File: config.mk
export PLATFORM = sky130hd
export DESIGN_NAME = pet_scene_ctrl
export DESIGN_NICKNAME = d
export VERILOG_FILES = /design/src/rtl/pet_scene_ctrl.sv
export SDC_FILE = /design/constraint.sdc
export NUM_CORES = 1
export LEC_CHECK = 0
export ABC_AREA = 1
export BUFFER_PORTS_ARGS = -buffer_cell sky130_fd_sc_hd__buf_2
export CORE_MARGIN = 2
export CORE_UTILIZATION = 55
export CTS_BUF_LIST = sky130_fd_sc_hd__clkbuf_4
export DETAILED_ROUTE_END_ITERATION = 7
export HOLD_SLACK_MARGIN = 0.08
export PLACE_DENSITY_LB_ADDON = 0.2
export RECOVER_POWER = 50
export SYNTH_ARGS = -nofsm -noshare
export SYNTH_HDL_FRONTEND = slang
export SYNTH_SLANG_ARGS = --single-unit
File: constraint.sdc
create_clock -name clk -period 3.2 [get_ports clk]
set_input_delay 0.48 -clock clk [delete_from_list [all_inputs] [get_ports clk]]
set_output_delay 0.48 -clock clk [all_outputs]
set_load 0.01 [all_outputs]
File: src/rtl/pet_scene_ctrl.sv
// Pet behaviour controller: sensor edge detect, pet FSM, saturating mood, scene valid/ready issue.
// Optional PET_MOOD_DECAY_EN adds periodic mood decay outside SLEEP.
module pet_scene_ctrl #(
  parameter int unsigned TIMEOUT_CYCLES = 500_000_000,
  parameter int unsigned WAKE_CYCLES    = 100_000_000,
  parameter int unsigned HAPPY_CYCLES   = 200_000_000,
  parameter int unsigned DECAY_CYCLES   = 1_000_000_000,
  parameter int unsigned MOOD_MAX       = 15
) (
  input  logic       clk,
  input  logic       rst,
  input  logic       go,
  input  logic       awaking,
  input  logic       touched,
  input  logic       expecting,
  input  logic       petting,
  input  logic       pressed,
  input  logic       up,
  input  logic       down,
  input  logic       scene_ready,
  output logic [2:0] scene,
  output logic       scene_valid,
  output logic [3:0] mood,
  output logic [1:0] menu_sel,
  output logic [2:0] state_dbg
);
  localparam int unsigned DWMAX = (WAKE_CYCLES > HAPPY_CYCLES) ? WAKE_CYCLES : HAPPY_CYCLES;
  localparam int AW = $clog2(TIMEOUT_CYCLES + 1);
  localparam int DW = $clog2(DWMAX + 1);

  typedef enum logic [2:0] {
    S_SLEEP = 3'd0, S_WAKE = 3'd1, S_IDLE = 3'd2,
    S_EXPECT = 3'd3, S_HAPPY = 3'd4, S_MENU = 3'd5
  } state_t;

  state_t          state_q, state_d;
  logic [6:0]      in_now, in_q, rise;
  logic [AW-1:0]   act_q;
  logic [DW-1:0]   dwell_q;
  logic [3:0]      mood_q, mood_d, mood_dn;
  logic [4:0]      mood_sum;
  logic [1:0]      sel_q, sel_d, mood_inc;
  logic            mood_dec, dwell_rst, decay_tick, state_chg, act_to;
  logic [2:0]      scene_q;
  logic            valid_q, dirty_q;

  // {down, up, pressed, petting, expecting, touched, awaking}
  assign in_now    = {down, up, pressed, petting, expecting, touched, awaking};
  assign rise      = in_now & ~in_q;
  assign state_chg = (state_d != state_q);
  assign act_to    = (act_q == AW'(TIMEOUT_CYCLES - 1));

  always_comb begin
    state_d   = state_q;
    sel_d     = sel_q;
    mood_inc  = 2'd0;
    mood_dec  = 1'b0;
    dwell_rst = 1'b0;
    case (state_q)
      S_SLEEP:  if (rise[0] || go) state_d = S_WAKE;
      S_WAKE:   if (go || dwell_q == DW'(WAKE_CYCLES - 1)) state_d = S_IDLE;
      S_IDLE: begin
        if (rise[4])      state_d = S_MENU;
        else if (rise[1]) begin state_d = S_HAPPY; mood_inc = 2'd1; end
        else if (rise[2]) state_d = S_EXPECT;
        else if (act_to)  begin state_d = S_SLEEP; mood_dec = 1'b1; end
      end
      S_EXPECT: begin
        if (rise[3])         begin state_d = S_HAPPY; mood_inc = 2'd2; end
        else if (!expecting) state_d = S_IDLE;
      end
      S_HAPPY: begin
        if (dwell_q == DW'(HAPPY_CYCLES - 1)) state_d = S_IDLE;
        else if (rise[1] || rise[3]) begin dwell_rst = 1'b1; mood_inc = 2'd1; end
      end
      S_MENU: begin
        if (rise[4] || go) state_d = S_IDLE;
        else if (rise[5])  sel_d = sel_q - 2'd1;
        else if (rise[6])  sel_d = sel_q + 2'd1;
        else if (act_to)   state_d = S_IDLE;
      end
      default: state_d = S_SLEEP;
    endcase
  end

  // 5-bit sum so a +2 near the ceiling clamps instead of wrapping
  assign mood_sum = {1'b0, mood_q} + {3'b000, mood_inc};
  assign mood_dn  = (mood_q == 4'd0) ? 4'd0 : mood_q - 4'd1;

  always_comb begin
    mood_d = mood_q;
    if (mood_inc != 2'd0)
      mood_d = (mood_sum > 5'(MOOD_MAX)) ? 4'(MOOD_MAX) : mood_sum[3:0];
    else if (mood_dec || decay_tick)
      mood_d = mood_dn;
  end

`ifdef PET_MOOD_DECAY_EN
  localparam int CW = $clog2(DECAY_CYCLES + 1);
  logic [CW-1:0] decay_q;
  assign decay_tick = (state_q != S_SLEEP) && (decay_q == CW'(DECAY_CYCLES - 1));
  always_ff @(posedge clk) begin
    if (rst || mood_inc != 2'd0 || state_q == S_SLEEP || decay_tick) decay_q <= '0;
    else                                                             decay_q <= decay_q + 1'b1;
  end
`else
  assign decay_tick = 1'b0;
`endif

  always_ff @(posedge clk) begin
    if (rst) begin
      state_q <= S_SLEEP;
      in_q    <= '0;
      act_q   <= '0;
      dwell_q <= '0;
      mood_q  <= 4'd8;
      sel_q   <= 2'd0;
    end else begin
      state_q <= state_d;
      in_q    <= in_now;
      mood_q  <= mood_d;
      sel_q   <= sel_d;
      if (state_chg || (|rise) || go)    act_q <= '0;
      else if (act_q != AW'(TIMEOUT_CYCLES)) act_q <= act_q + 1'b1;
      if (state_chg || dwell_rst)        dwell_q <= '0;
      else if ((state_q == S_WAKE || state_q == S_HAPPY) && dwell_q != DW'(DWMAX))
        dwell_q <= dwell_q + 1'b1;
    end
  end

  // Scene is frozen while stalled; only the latest state is re-issued afterwards
  always_ff @(posedge clk) begin
    if (rst) begin
      scene_q <= 3'd0;
      valid_q <= 1'b1;
      dirty_q <= 1'b0;
    end else if (valid_q) begin
      if (scene_ready) begin
        valid_q <= 1'b0;
        dirty_q <= state_chg;
      end else begin
        dirty_q <= dirty_q | state_chg;
      end
    end else if (dirty_q || state_q != scene_q) begin
      scene_q <= state_q;
      valid_q <= 1'b1;
      dirty_q <= state_chg;
    end else begin
      dirty_q <= 1'b0;
    end
  end

  assign scene       = scene_q;
  assign scene_valid = valid_q;
  assign mood        = mood_q;
  assign menu_sel    = sel_q;
  assign state_dbg   = state_q;
endmodule

### After elaboration in Yosys (flattened, before gate mapping)

Cells that the tools add are included.

| word-level totals | value |
|---|---|
| bits in registers | 78 |
| word-level logic and storage cells | 93 |
| input port bits | 11 |
| output and inout port bits | 13 |

| operators by class | value |
|---|---|
| bitwise operators | 5 |
| reduce and logical (&&, ||, !) cells | 20 |
| eq/ne operators | 12 |
| mux-type cells | 40 |
| order comparisons | 1 |
| add/subtract/negate cells | 6 |

Operators with widths:

| cell | count |
|---|---|
| 3-bit two-way mux | 13 |
| 29-bit by 1-bit adder with 29-bit output, second input constant | 1 |
| 29-bit == test, second input constant | 1 |
| 29-bit != test, second input constant | 1 |
| 28-bit by 1-bit adder with 28-bit output, second input constant | 1 |
| 28-bit by 27-bit == test with 1-bit output, second input constant | 1 |
| 28-bit == test, second input constant | 1 |
| 28-bit != test, second input constant | 1 |
| 1-bit two-way mux | 18 |
| 3-bit case mux with 6 select lines | 1 |
| 4-bit two-way mux | 4 |
| 1-bit logical OR | 9 |
| 7-bit AND | 1 |
| 7-bit NOT | 1 |
| 7-bit OR reduction | 1 |
| 3-bit by 2-bit == test with 1-bit output, second input constant | 2 |
| 3-bit == test, second input constant | 2 |
| 2-bit two-way mux | 3 |
| 3-bit != test | 2 |
| 2-bit case mux with 3 select lines | 1 |
| 2-bit nonzero test | 3 |
| 4-bit by 2-bit adder with 5-bit output | 1 |
| 5-bit by 4-bit greater-than comparator with 1-bit output, second input constant | 1 |
| 4-bit logical NOT | 1 |
| other kinds (11) | 13 |

### Logic depth before layout (Yosys ltp)

Gate-level depths: netlist (run 1).

| logic depth | value |
|---|---|
| depth in word-level cells | 10 |
| mapped depth | 16 |

### Worst setup path before layout (run 1)

Ideal clock, no wire load.

| timing | value |
|---|---|
| path kind | reg2reg |
| from | reg dwell_q[0] |
| to | reg mood_q[2], in the netlist mood[2] |
| period minus slack after synthesis | 2.545 ns |
| setup slack | 0.655 ns |
| arrival time | 2.413 ns |
| setup time | 0.132 ns |
| cell stages (with the launch flop) | 16 |
| required time | 3.068 ns |
| cells stage by stage | dfxtp_1 ha_1 inv_1 nor2_1 nand2_1 nor2_1 a21boi_0 nand2_1 nand2_1 ha_1 fa_1 xor2_1 o21ai_0 o21ai_0 nand2_1 a21oi_1 |

| between the ends | value |
|---|---|
| longest elaborated chain between the ends | 7 |
| elaborated cells between the ends (all ways) | 9 |
| classes of those cells | 1 x add/sub; 1 x order compare; 1 x eq/ne; 4 x mux; 2 x reduce/logical |

Ends and longest elaborated chain:

| item | RTL line | RTL |
|---|---|---|
| start, declared | 39 | `logic [DW-1:0] dwell_q;` |
| start signal, assigned | 127 | `dwell_q <= dwell_q + 1'b1;` |
| 28-bit == test (*) | 73 | `if (dwell_q == DW'(HAPPY_CYCLES - 1)) state_d = S_IDLE;` |
| 1-bit two-way mux (*) | 73 |  |
| 2-bit case mux with 3 select lines (*) | 59 | `case (state_q)` |
| 4-bit by 2-bit adder with 5-bit output | 87 | `assign mood_sum = {1'b0, mood_q} + {3'b000, mood_inc};` |
| 5-bit by 4-bit greater-than comparator with 1-bit output | 93 | `mood_d = (mood_sum > 5'(MOOD_MAX)) ? 4'(MOOD_MAX) : mood_sum[3:0];` |
| 4-bit two-way mux | 93 |  |
| 4-bit two-way mux | 92 | `if (mood_inc != 2'd0)` |
| end signal, assigned | 121 | `mood_q <= mood_d;` |
| end, declared | 40 | `logic [3:0] mood_q, mood_d, mood_dn;` |

Every way passes the cells marked *; elsewhere a longest branch is shown, timed or not.
A chain may end at the register's enable or synchronous reset.

### Worst setup path in the final report (run 1)

| timing | value |
|---|---|
| from | reg act_q[1] |
| to | reg act_q[1] |

| between the ends | value |
|---|---|
| longest elaborated chain between the ends | 10 |
| elaborated cells between the ends (all ways) | 16 |
| classes of those cells | 1 x add/sub; 3 x eq/ne; 9 x mux; 3 x reduce/logical |

Ends and longest elaborated chain:

| item | RTL line | RTL |
|---|---|---|
| start, declared | 38 | `logic [AW-1:0] act_q;` |
| start signal, assigned | 124 | `else if (act_q != AW'(TIMEOUT_CYCLES)) act_q <= act_q + 1'b1;` |
| 29-bit == test | 51 | `assign act_to = (act_q == AW'(TIMEOUT_CYCLES - 1));` |
| 3-bit two-way mux (on tied branches) | 80, 66 |  |
| 3-bit two-way mux (on tied branches) | 79, 65 |  |
| 3-bit two-way mux (on tied branches) | 78, 64 |  |
| 3-bit two-way mux (on tied branches) | 77, 63 |  |
| 3-bit case mux with 6 select lines | 59 |  |
| 3-bit != test | 50 | `assign state_chg = (state_d != state_q);` |
| 1-bit logical OR (2 in series) | 123 | `if (state_chg \|\| (\|rise) \|\| go) act_q <= '0;` |
| 2-bit OR reduction (no line) | n/a |  |

Parallel ways exist; a longest one is shown, timed or not.

==> summary.md, run 1 <==
| Metric | Value |
|---|---|
| Max layer used | `met4` |
| Post-Syn Area | `4820 um^2` |
| Worst-Skew Late Latency | `roughly 0.45 ns` |
| Yosys Warn Count | `0` |
| R2R setup slack | `~0.29 ns` |
| Yosys reg bits | `78` |
| Total Routing Usage GR | `23.2%` |
| Drt initial violations | `between 150 and 200` |
| Slew Viols, Final | `0` |
| Hold Fails Final Rpt | `0` |
| # hold bufs at CTS | `0` |
| Crit Reg-Reg Startpoint | `act_q[1]` |
| RSZ-0062 raised after global routing | `no` |
| Post-synth EDFFs | `0` |
| Primary FF master, synth | `dfxtp_1` |
| Initial antenna violation count | `0` |
| Leak | `1.86 nW` |
| Crit path kind | `flip-flop to flip-flop` |
| CTS Buf Count | `9` |
| Nets | `763` |
| Hold Path Origin | `down` |
| Hold Path End | `in_q[6]` |
| Layout area overhead | `6.69%` |
| Final setup vio count | `0` |
| Sum Neg Setup Slack | `0 ns` |
| Area after DPL | `around 5000 um^2` |
| Layout cells sized above 1 | `roughly 11%` |
| Fmax | `about 340 MHz` |
| CP endpoint kind | `flip-flop` |
| Core area | `8590 um^2` |
| Die Width | `roughly 98 um` |
| HP Class | `primary input to flip-flop` |
| Mapped Cells | `a little over 700` |
| Layout Skew | `a little under 0.02 ns` |
| Starting Density | `56.1%` |
| DR WL/cell | `approximately 12 um` |
| Syn_area_per_cell | `roughly 6.7 um^2` |
| Crit Path Max Fanout | `15` |
| Antenna cells | `0` |
| Period minus WS final | `between 2 and 3 ns` |
| WL met3 | `approximately 480 um` |
| Htree depth | `3` |
| Number of routed nets with antenna violations | `0` |
| CTS tree | `done` |
| Cell variety after synth | `38` |
| Final core utilization | `around 60%` |
| Design area | `between 5000 and 6000 um^2` |
| Ys async rst share | `0%` |
| Status | `completed` |
| First-pass GRT wire length | `18500 um` |
| Worst slew pin tran | `between 0.5 and 0.6 ns` |
| Worst hold stages | `3` |
| R2R cell count | `12` |
| Crit Reg-Reg Endpoint | `act_q[1]` |
| Max-cap viol count | `0` |
| CP required | `3.56 ns` |
| Crit path DAT | `between 3 and 4 ns` |
| Final Routed Wirelength | `around 10000 um` |
| Power per Cell Area | `~380 nW/um^2` |
| IO Pins | `24` |
| CTS clk-pin slew, worst paths | `0.13 ns` |
| Metal2 WL | `4840 um` |
| Total clock sinks | `78` |
| Maximum VDD drop | `approximately 0.00024 V` |
| Largest net degree at the start of global routing | `30` |
| Share of the yosys chip area belonging to registers | `between 30 and 40%` |
| Slew HR | `about two thirds` |
| Final hold slack | `about 0.24 ns` |
| Congestion Overflow GR | `0` |
| GP Congestion | `between 0.9 and 1` |
| Power Total | `around 2.0 mW` |
| Syn nets | `about 740` |
| # DRC | `0` |
| CTS Buffer Depth | `2` |
| Die height | `97.6 um` |
| DR pass1 iterations | `5` |
| M1 WL | `between 4000 and 5000 um` |
| IO buf count | `23` |
| Die area | `~9500 um^2` |
| Root buf cell | `clkbuf_4` |
| Row Count | `34` |
| Vias in the first global route | `between 4000 and 5000` |
| Period utilization | `between 90% and 100%` |
| Startpoint types | `flip-flop` |
| DR vias/cell | `between 5 and 6` |
| Vias after detailed routing | `roughly 4400` |
| HPWL after DPL | `slightly below 8000 um` |
how the worst max path moves through the flow:
| stage | startpoint | slack, ns | to | depth (start not counted) |
|---|---|---|---|---|
| after detailed placement | dwell_q[0] | 0.33 | mood[1] | 16 |
| after global routing | dwell_q[0] | 0.04 | mood[1] | 16 |
| after floorplan | dwell_q[0] | 0.65 | mood[2] | 15 |
| after CTS | dwell_q[0] | 0.27 | mood[1] | 16 |
| final | act_q[1] | 0.29 | act_q[1] | 12 |
| after global placement | dwell_q[0] | 0.43 | mood[2] | 15 |
critical path, stage by stage, from the launching register on:
cell	delay [ns]
dfxtp_1	0.43
ha_1	0.23
nand3_1	0.12
inv_1	0.11
nand2_2	0.10
nor2_1	0.26
nand3_1	0.18
a21oi_1	0.24
nand4_1	0.14
nand2_2	0.14
nand3_2	0.41
buf_12	0.34
nor3_1	0.13
kinds of logic after synthesis:
kind of cell | after synthesis | synth area share (%)
AOI/OAI and AO/OA | 69 | 7.63
xor gates and xnor gates | 42 | 7.63
buffers and inverters | 131 | 11.2
and+or+nand+nor | 392 | 39.2
adders and majority gates | 7 | 1.97
DFF | 78 | 32.4
state kept, by name, summed over array words and instances (netlist names):
signal / cells
act_q: 29
in_q: 7
state_dbg: 3
menu_sel: 2
scene: 3
mood: 4
scene_valid: 1
dirty_q: 1
dwell_q: 28
stage by stage:
stage          std cells  setup WS, ns
6_report             858         0.286
5_1_grt              858        0.0444
4_1_cts              857         0.273
3_5_place_dp         841         0.327
3_3_place_gp         841         0.429
2_1_floorplan        719         0.655
cell usage after synthesis, drive strengths merged (6+ instances only):
master / n / share of area, %
nand3: 31 / 3.7
nand4: 23 / 3.4
nor3: 24 / 2.8
nand2: 163 / 13
ha: 6 / 1.6
or2: 9 / 1.2
inv: 119 / 9.3
xor2: 38 / 6.9
o21ai: 33 / 3.4
buf: 8 / 1.7
dfxtp: 78 / 32
nor4: 13 / 1.7
nor2: 126 / 13
a21oi: 27 / 2.9
report_power, final:
group	internal [mW]	total, mW	switching (mW)
combinational	0.0702	0.244	0.174
sequential	0.997	1.02	0.0243
clock	0.319	0.708	0.388
area by class of cell:
class | instances | area [um^2]
multi-input combinational | 510 | 2700
fill | 843 | 3450
clock inverter | 7 | 96.3
clock buffer | 9 | 67.6
tap | 108 | 135
timing repair buffer | 26 | 134
sequential | 78 | 1560
inverter | 120 | 450
repair_timing:
item / in CTS / in global routing
gates resized for setup: 0 / 1
buffers inserted: 0 / 1
endpoints found under the setup margin: 0 / 3
endpoints found under the hold margin: 0 / 0
per-layer routing:
| layer | vias up | track usage (%) |
|---|---|---|
| met1 | 1945 | 30.0 |
| met4 | 0 | 9.40 |
| met3 | 24 | 4.46 |
| met5 | - | 0 |
| met2 | 114 | 38.0 |
| li1 | 2315 | - |
layout by cell type (no fill, tap or decap), types with 2 or more instances in the layout:
cell,instances
a211oi_1,2
a21oi_1,27
a31oi_1,3
buf_2,10
buf_4,2
bufinv_16,2
clkbuf_1,13
clkbuf_4,9
clkinv_1,2
clkinvlp_4,2
dfxtp_1,78
ha_1,6
inv_1,114
inv_2,5
inv_6,2
nand2_1,156
nand2_2,7
nand3_1,27
nand3_2,4
nand3b_1,2
nand4_1,21
nor2_1,101
nor2_2,12
nor2_4,12
nor3_1,21
nor3_2,3
nor4_1,13
o21ai_0,33
or2_2,9
xnor2_1,4
xor2_1,38
(Power assumes the default switching activity.)
==> run 2, diff against run 1 <==
==> constraint.sdc (replaced) <==
create_clock -name clk -period 3.4 [get_ports clk]
set_input_delay 0.51 -clock clk [delete_from_list [all_inputs] [get_ports clk]]
set_output_delay 0.51 -clock clk [all_outputs]
set_load 0.01 [all_outputs]
==> run 2 against run 1 <==
Compared with the run above:
- via count decreased by 0.25%
- sequential share of layout area increased by 0.33 points
- power decreased by 14%
- sequential power decreased by 6%
- largest power group unchanged
==> summary.md, run 2 (same netlist as run 1, synthesis figures left out) <==
| Metric | Value |
|---|---|
| Status | `completed` |
| Crit path cell chain | `ha_1 -> inv_1 -> nor2_1 -> nand2_1 -> nor2_1 -> a21boi_0 -> nand2_1 -> nand2_1 -> ha_1 -> fa_1 -> xor2_1 -> o21ai_0 -> o21ai_0 -> nand2_1 -> a21oi_1` |
| Pre-CTS WS | `about 0.45 ns` |
| Fmax | `~340 MHz` |
| HPWL after DPL | `approximately 8000 um` |
| Layout cells sized above 1 | `between 10% and 20%` |
| Biggest register | `act_q` |
| Final core utilization | `roughly three fifths` |
| Die height | `between 90 and 100 um` |
| First-pass GRT wire length | `approximately 18000 um` |
| CTS tree | `done` |
| CTS Buffer Depth | `2` |
| Slew HR | `between 40 and 50%` |
| DR vias/cell | `5.12` |
| Sum Neg Setup Slack | `0 ns` |
| Die area | `between 9000 and 10000 um^2` |
| CP endpoint kind | `flip-flop` |
| Highest-delay cell along the critical path | `dfxtp_1` |
| Startpoint types | `flip-flop` |
| Layout area overhead | `5.55%` |
| Period utilization | `87.1%` |
| Nets | `761` |
| Largest regs | `act_q x29, dwell_q x28, in_q x7` |
| Number of routed nets with antenna violations | `0` |
| Worst-Skew Late Latency | `0.43 ns` |
| Root buf cell | `clkbuf_4` |
| Largest register FFs | `29` |
| Post-CTS setup buffers | `0` |
| Power per Cell Area | `about 330 nW/um^2` |
| CTS clk-pin slew, worst paths | `approximately 0.14 ns` |
| Row Count | `34` |
| Vias after detailed routing | `~4400` |
| GP Congestion | `0.941` |
| Fillers | `roughly 900` |
| Leak | `between 1.5 and 2 nW` |
| Final Routed Wirelength | `10300 um` |
| Vias in the first global route | `between 4000 and 5000` |
| Crit Path Max Fanout | `5` |
| Hold Fails Final Rpt | `0` |
| Slew Viols, Final | `0` |
| Worst setup margin | `~0.44 ns` |
| CTS Buf Count | `9` |
| Starting Density | `56.1%` |
| Initial antenna violation count | `1` |
| IO buf count | `23` |
| Total clock sinks | `a little under 80` |
| Drt initial violations | `between 150 and 200` |
| Final setup vio count | `0` |
| Crit path DAT | `between 3 and 4 ns` |
| DR pass1 iterations | `5` |
| Layout Skew | `0.0149 ns` |
| DR WL/cell | `about 12 um` |
| Core area | `approximately 8600 um^2` |
| Die Width | `approximately 98 um` |
| Maximum VDD drop | `between 0.0002 and 0.00025 V` |
| IO Pins | `24` |
| Post-cts sizing count | `0` |
| RSZ-0062 raised after global routing | `no` |
| Most common cell after layout, fill and taps aside | `nand2_1` |
| Largest net degree at the start of global routing | `30` |
| Most frequent cells in the layout | `nand2_1, inv_1, nor2_1` |
| Period minus WS final | `between 2 and 3 ns` |
| Largest stage delay, worst path | `roughly 0.43 ns` |
| Htree depth | `3` |
| Worst slew pin tran | `0.879 ns` |
| Max-cap viol count | `0` |
| Top cell by count, worst path | `nand2_1` |
| Total Routing Usage GR | `22.7%` |
| # hold bufs at CTS | `0` |
| HP Class | `primary input to flip-flop` |
| # DRC | `0` |
| Crit path kind | `flip-flop to flip-flop` |
| Congestion Overflow GR | `0` |
| CP required | `between 3 and 4 ns` |
run 2: final cells by class:
class                           count  area [um^2]  area share, %
Multi-Input combinational cell    510         2700           53.1
Sequential cell                    78         1560           30.7
Inverter                          120          450           8.85
Tap cell                          108          135           2.65
Timing Repair Buffer               24          118           2.31
Clock buffer                       10         75.1           1.47
Clock inverter                      6         47.5          0.934
Antenna cell                        1         2.50         0.0492
run 2: path summary, 6_finish.rpt:
| kind | start | to | slack (ns) | depth (start not counted) |
|---|---|---|---|---|
| setup reg to reg | dwell_q[0] | mood[2] | 0.44 | 15 |
| hold / removal | down | in_q[6] | 0.29 | 3 |
| hold reg to reg | menu_sel[1] | menu_sel[1] | 0.47 | 2 |
| setup / recovery | dwell_q[0] | mood[2] | 0.44 | 15 |
run 2: power breakdown:
part / total (mW) / internal, mW / switching, mW
clock: 0.517 / 0.162 / 0.355
sequential: 0.961 / 0.939 / 0.0223
combinational: 0.218 / 0.0628 / 0.155
total: 1.70 / 1.16 / 0.532
run 2: stage by stage:
stage	power [mW]	hold slack, ns	instance area, um^2	instances
after floorplan	1.17	0.437	4820	719
after global placement	1.20	0.455	5000	840
after detailed placement	1.21	0.453	5000	840
after CTS	1.72	0.284	5120	856
after global routing	1.79	0.282	5090	857
final	1.70	0.290	5090	857
run 2: per-layer routing:
metal	track usage (%)	routed length [um]
met5	0	0
met1	30.2	4900
met3	3.88	385
met4	8.97	218
met2	36.7	4760
run 2: worst max-delay path, delay by kind of cell, from the launching register on:
kind | cells | cell delay, ns
fa+ha+maj | 3 | 0.84
simple gates | 6 | 0.81
compound gates | 4 | 0.52
flops | 1 | 0.43
xor+xnor | 1 | 0.16
buf+inv | 1 | 0.09
==> run 3, diff against run 2 <==
--- a/config.mk
+++ b/config.mk
@@ -8,7 +8,7 @@
 export ABC_AREA = 1
 export BUFFER_PORTS_ARGS = -buffer_cell sky130_fd_sc_hd__buf_2
 export CORE_MARGIN = 2
-export CORE_UTILIZATION = 55
+export CORE_UTILIZATION = 56
 export CTS_BUF_LIST = sky130_fd_sc_hd__clkbuf_4
 export DETAILED_ROUTE_END_ITERATION = 7
 export HOLD_SLACK_MARGIN = 0.08
==> run 3 against run 2 <==
Compared with the run above:
- first-iteration DRC count grew 6.6%
- hold slack lost 0.0048 ns
- core utilization grew 2.2 points
- register-to-register slack gained 0.03 ns
- combinational power is essentially flat
- highest routed layer unchanged
- clock-buffer cell count shrank 1
- critical path depth grew 1
==> summary.md, run 3 (same netlist as run 1, synthesis figures left out) <==
| Metric | Value |
|---|---|
| Comb power frac | `12.8%` |
| DR vias/cell | `approximately 5.2` |
| CTS Buffer Depth | `2` |
| Max-cap viol count | `0` |
| Period utilization | `roughly 86%` |
| Starting Density | `58.1%` |
| Worst slew pin tran | `between 0.8 and 0.9 ns` |
| Die Width | `96.8 um` |
| Seq pwr share | `55.4%` |
| Final Routed Wirelength | `10400 um` |
| Pre-CTS WS | `0.524 ns` |
| Crit path DAT | `between 3 and 4 ns` |
| Sum Neg Setup Slack | `0 ns` |
| DR pass1 iterations | `6` |
| Maximum VDD drop | `~0.00021 V` |
| CP endpoint kind | `flip-flop` |
| Post-cts sizing count | `0` |
| IO Pins | `24` |
| Switching power | `approximately 500 uW` |
| Final setup vio count | `0` |
| Worst-Skew Late Latency | `around 0.43 ns` |
| Vias in the first global route | `4080` |
| Congestion Overflow GR | `0` |
| Drt initial violations | `195` |
| Antenna cells | `0` |
| Worst setup margin | `between 0.4 and 0.5 ns` |
| Largest net degree at the start of global routing | `30` |
| Nets | `~760` |
| CP required | `between 3 and 4 ns` |
| Vias after detailed routing | `4461` |
| GP Congestion | `roughly 0.93` |
| Most common cell after layout, fill and taps aside | `nand2_1` |
| Largest regs | `act_q x29, dwell_q x28, in_q x7` |
| HP Class | `primary input to flip-flop` |
| Crit Path Max Fanout | `5` |
| CTS clk-pin slew, worst paths | `~0.13 ns` |
| Final hold slack | `~0.28 ns` |
| First-pass GRT wire length | `around 18000 um` |
| Slew HR | `between 40% and 50%` |
| IO buf count | `23` |
| # hold bufs at CTS | `0` |
| Status | `completed` |
| DR WL/cell | `approximately 12 um` |
| Clock Power Share | `a little under a third` |
| Total Routing Usage GR | `22.7%` |
| Layout cells sized above 1 | `between 10% and 20%` |
| Die area | `around 9400 um^2` |
| Fmax | `342 MHz` |
| Period minus WS final | `2.93 ns` |
| Most frequent cells in the layout | `nand2_1, inv_1, nor2_1` |
| HPWL after DPL | `7970 um` |
| Slew Viols, Final | `0` |
| Multi-input logic area | `approximately 2700 um^2` |
| Sw Ratio | `a little under 30%` |
| FF+latch area | `around 1600 um^2` |
| Layout Skew | `between 0.01 and 0.015 ns` |
| Layout area overhead | `5.66%` |
| Core area | `~8300 um^2` |
| Root buf cell | `clkbuf_4` |
| RSZ-0062 raised after global routing | `no` |
| Biggest register | `act_q` |
| Total clock sinks | `between 70 and 80` |
| CTS Buf Count | `9` |
| Initial antenna violation count | `0` |
| Startpoint types | `flip-flop` |
| Hold Fails Final Rpt | `0` |
| # DRC | `0` |
| Htree depth | `3` |
| CTS tree | `done` |
| Internal cell power | `approximately 1.2 mW` |
| R2R setup slack | `between 0.4 and 0.5 ns` |
| Number of routed nets with antenna violations | `0` |
| Row Count | `33` |
| Post-CTS setup buffers | `0` |
| Largest register FFs | `29` |
| Die height | `96.8 um` |
| Crit path kind | `flip-flop to flip-flop` |
| Power per Cell Area | `around 340 nW/um^2` |
| Leak | `1.82 nW` |
| Fillers | `820` |
==> run 3: path summary, 6_finish.rpt <==
path | start | cells after the start | endpoint
min | down | 3 | in_q[6]
max | dwell_q[0] | 16 | mood[1]
min reg2reg | menu_sel[1] | 2 | menu_sel[1]
max reg2reg | dwell_q[0] | 16 | mood[1]
==> run 3: critical path, cell delays in order, from the launching register on <==
cell and delay [ns]:
dfxtp_1 0.42, ha_1 0.23, inv_1 0.09, nor2_1 0.18, nand2_1 0.15, nor2_1 0.18
a21boi_0 0.15, nand2_1 0.16, nand2_1 0.08, ha_1 0.21, fa_1 0.40, nand2_1 0.08
nor2_1 0.06, o21ai_0 0.15, o21ai_0 0.10, nor2_1 0.12, nor2_1 0.05
==> run 3: layer usage <==
metal	track usage (%)	share of wire (%)	wire, um
met4	10.6	2.3	244
met2	37.2	47	4920
met5	0	0	0
met3	3.40	3.8	395
met1	29.3	47	4850
==> run 3: layout make-up <==
cell class / instances / area share (%)
multi-input combinational: 510 / 53.2
tap: 105 / 2.58
clock buffer: 9 / 1.33
timing repair buffer: 25 / 2.21
clock inverter: 6 / 1.25
sequential: 78 / 30.6
inverter: 120 / 8.84
==> run 3: power by group through the flow <==
| stage | combinational (mW) | clock [mW] | sequential [mW] |
|---|---|---|---|
| after floorplan | 0.184 | 0 | 0.982 |
| after CTS | 0.232 | 0.566 | 0.961 |
| after global routing | 0.254 | 0.601 | 0.966 |
| after global placement | 0.227 | 0 | 0.979 |
| after detailed placement | 0.230 | 0 | 0.981 |
| final | 0.221 | 0.552 | 0.961 |
==> run 3: stage by stage <==
step | cells | power (mW) | area (um^2) | util (%)
3_3_place_gp | 838 | 1.21 | 4990 | 60.2
4_1_cts | 853 | 1.76 | 5120 | 61.8
2_1_floorplan | 719 | 1.17 | 4820 | -
6_report | 853 | 1.73 | 5100 | 61.4
5_1_grt | 853 | 1.82 | 5100 | 61.4
3_5_place_dp | 838 | 1.21 | 4990 | 60.2
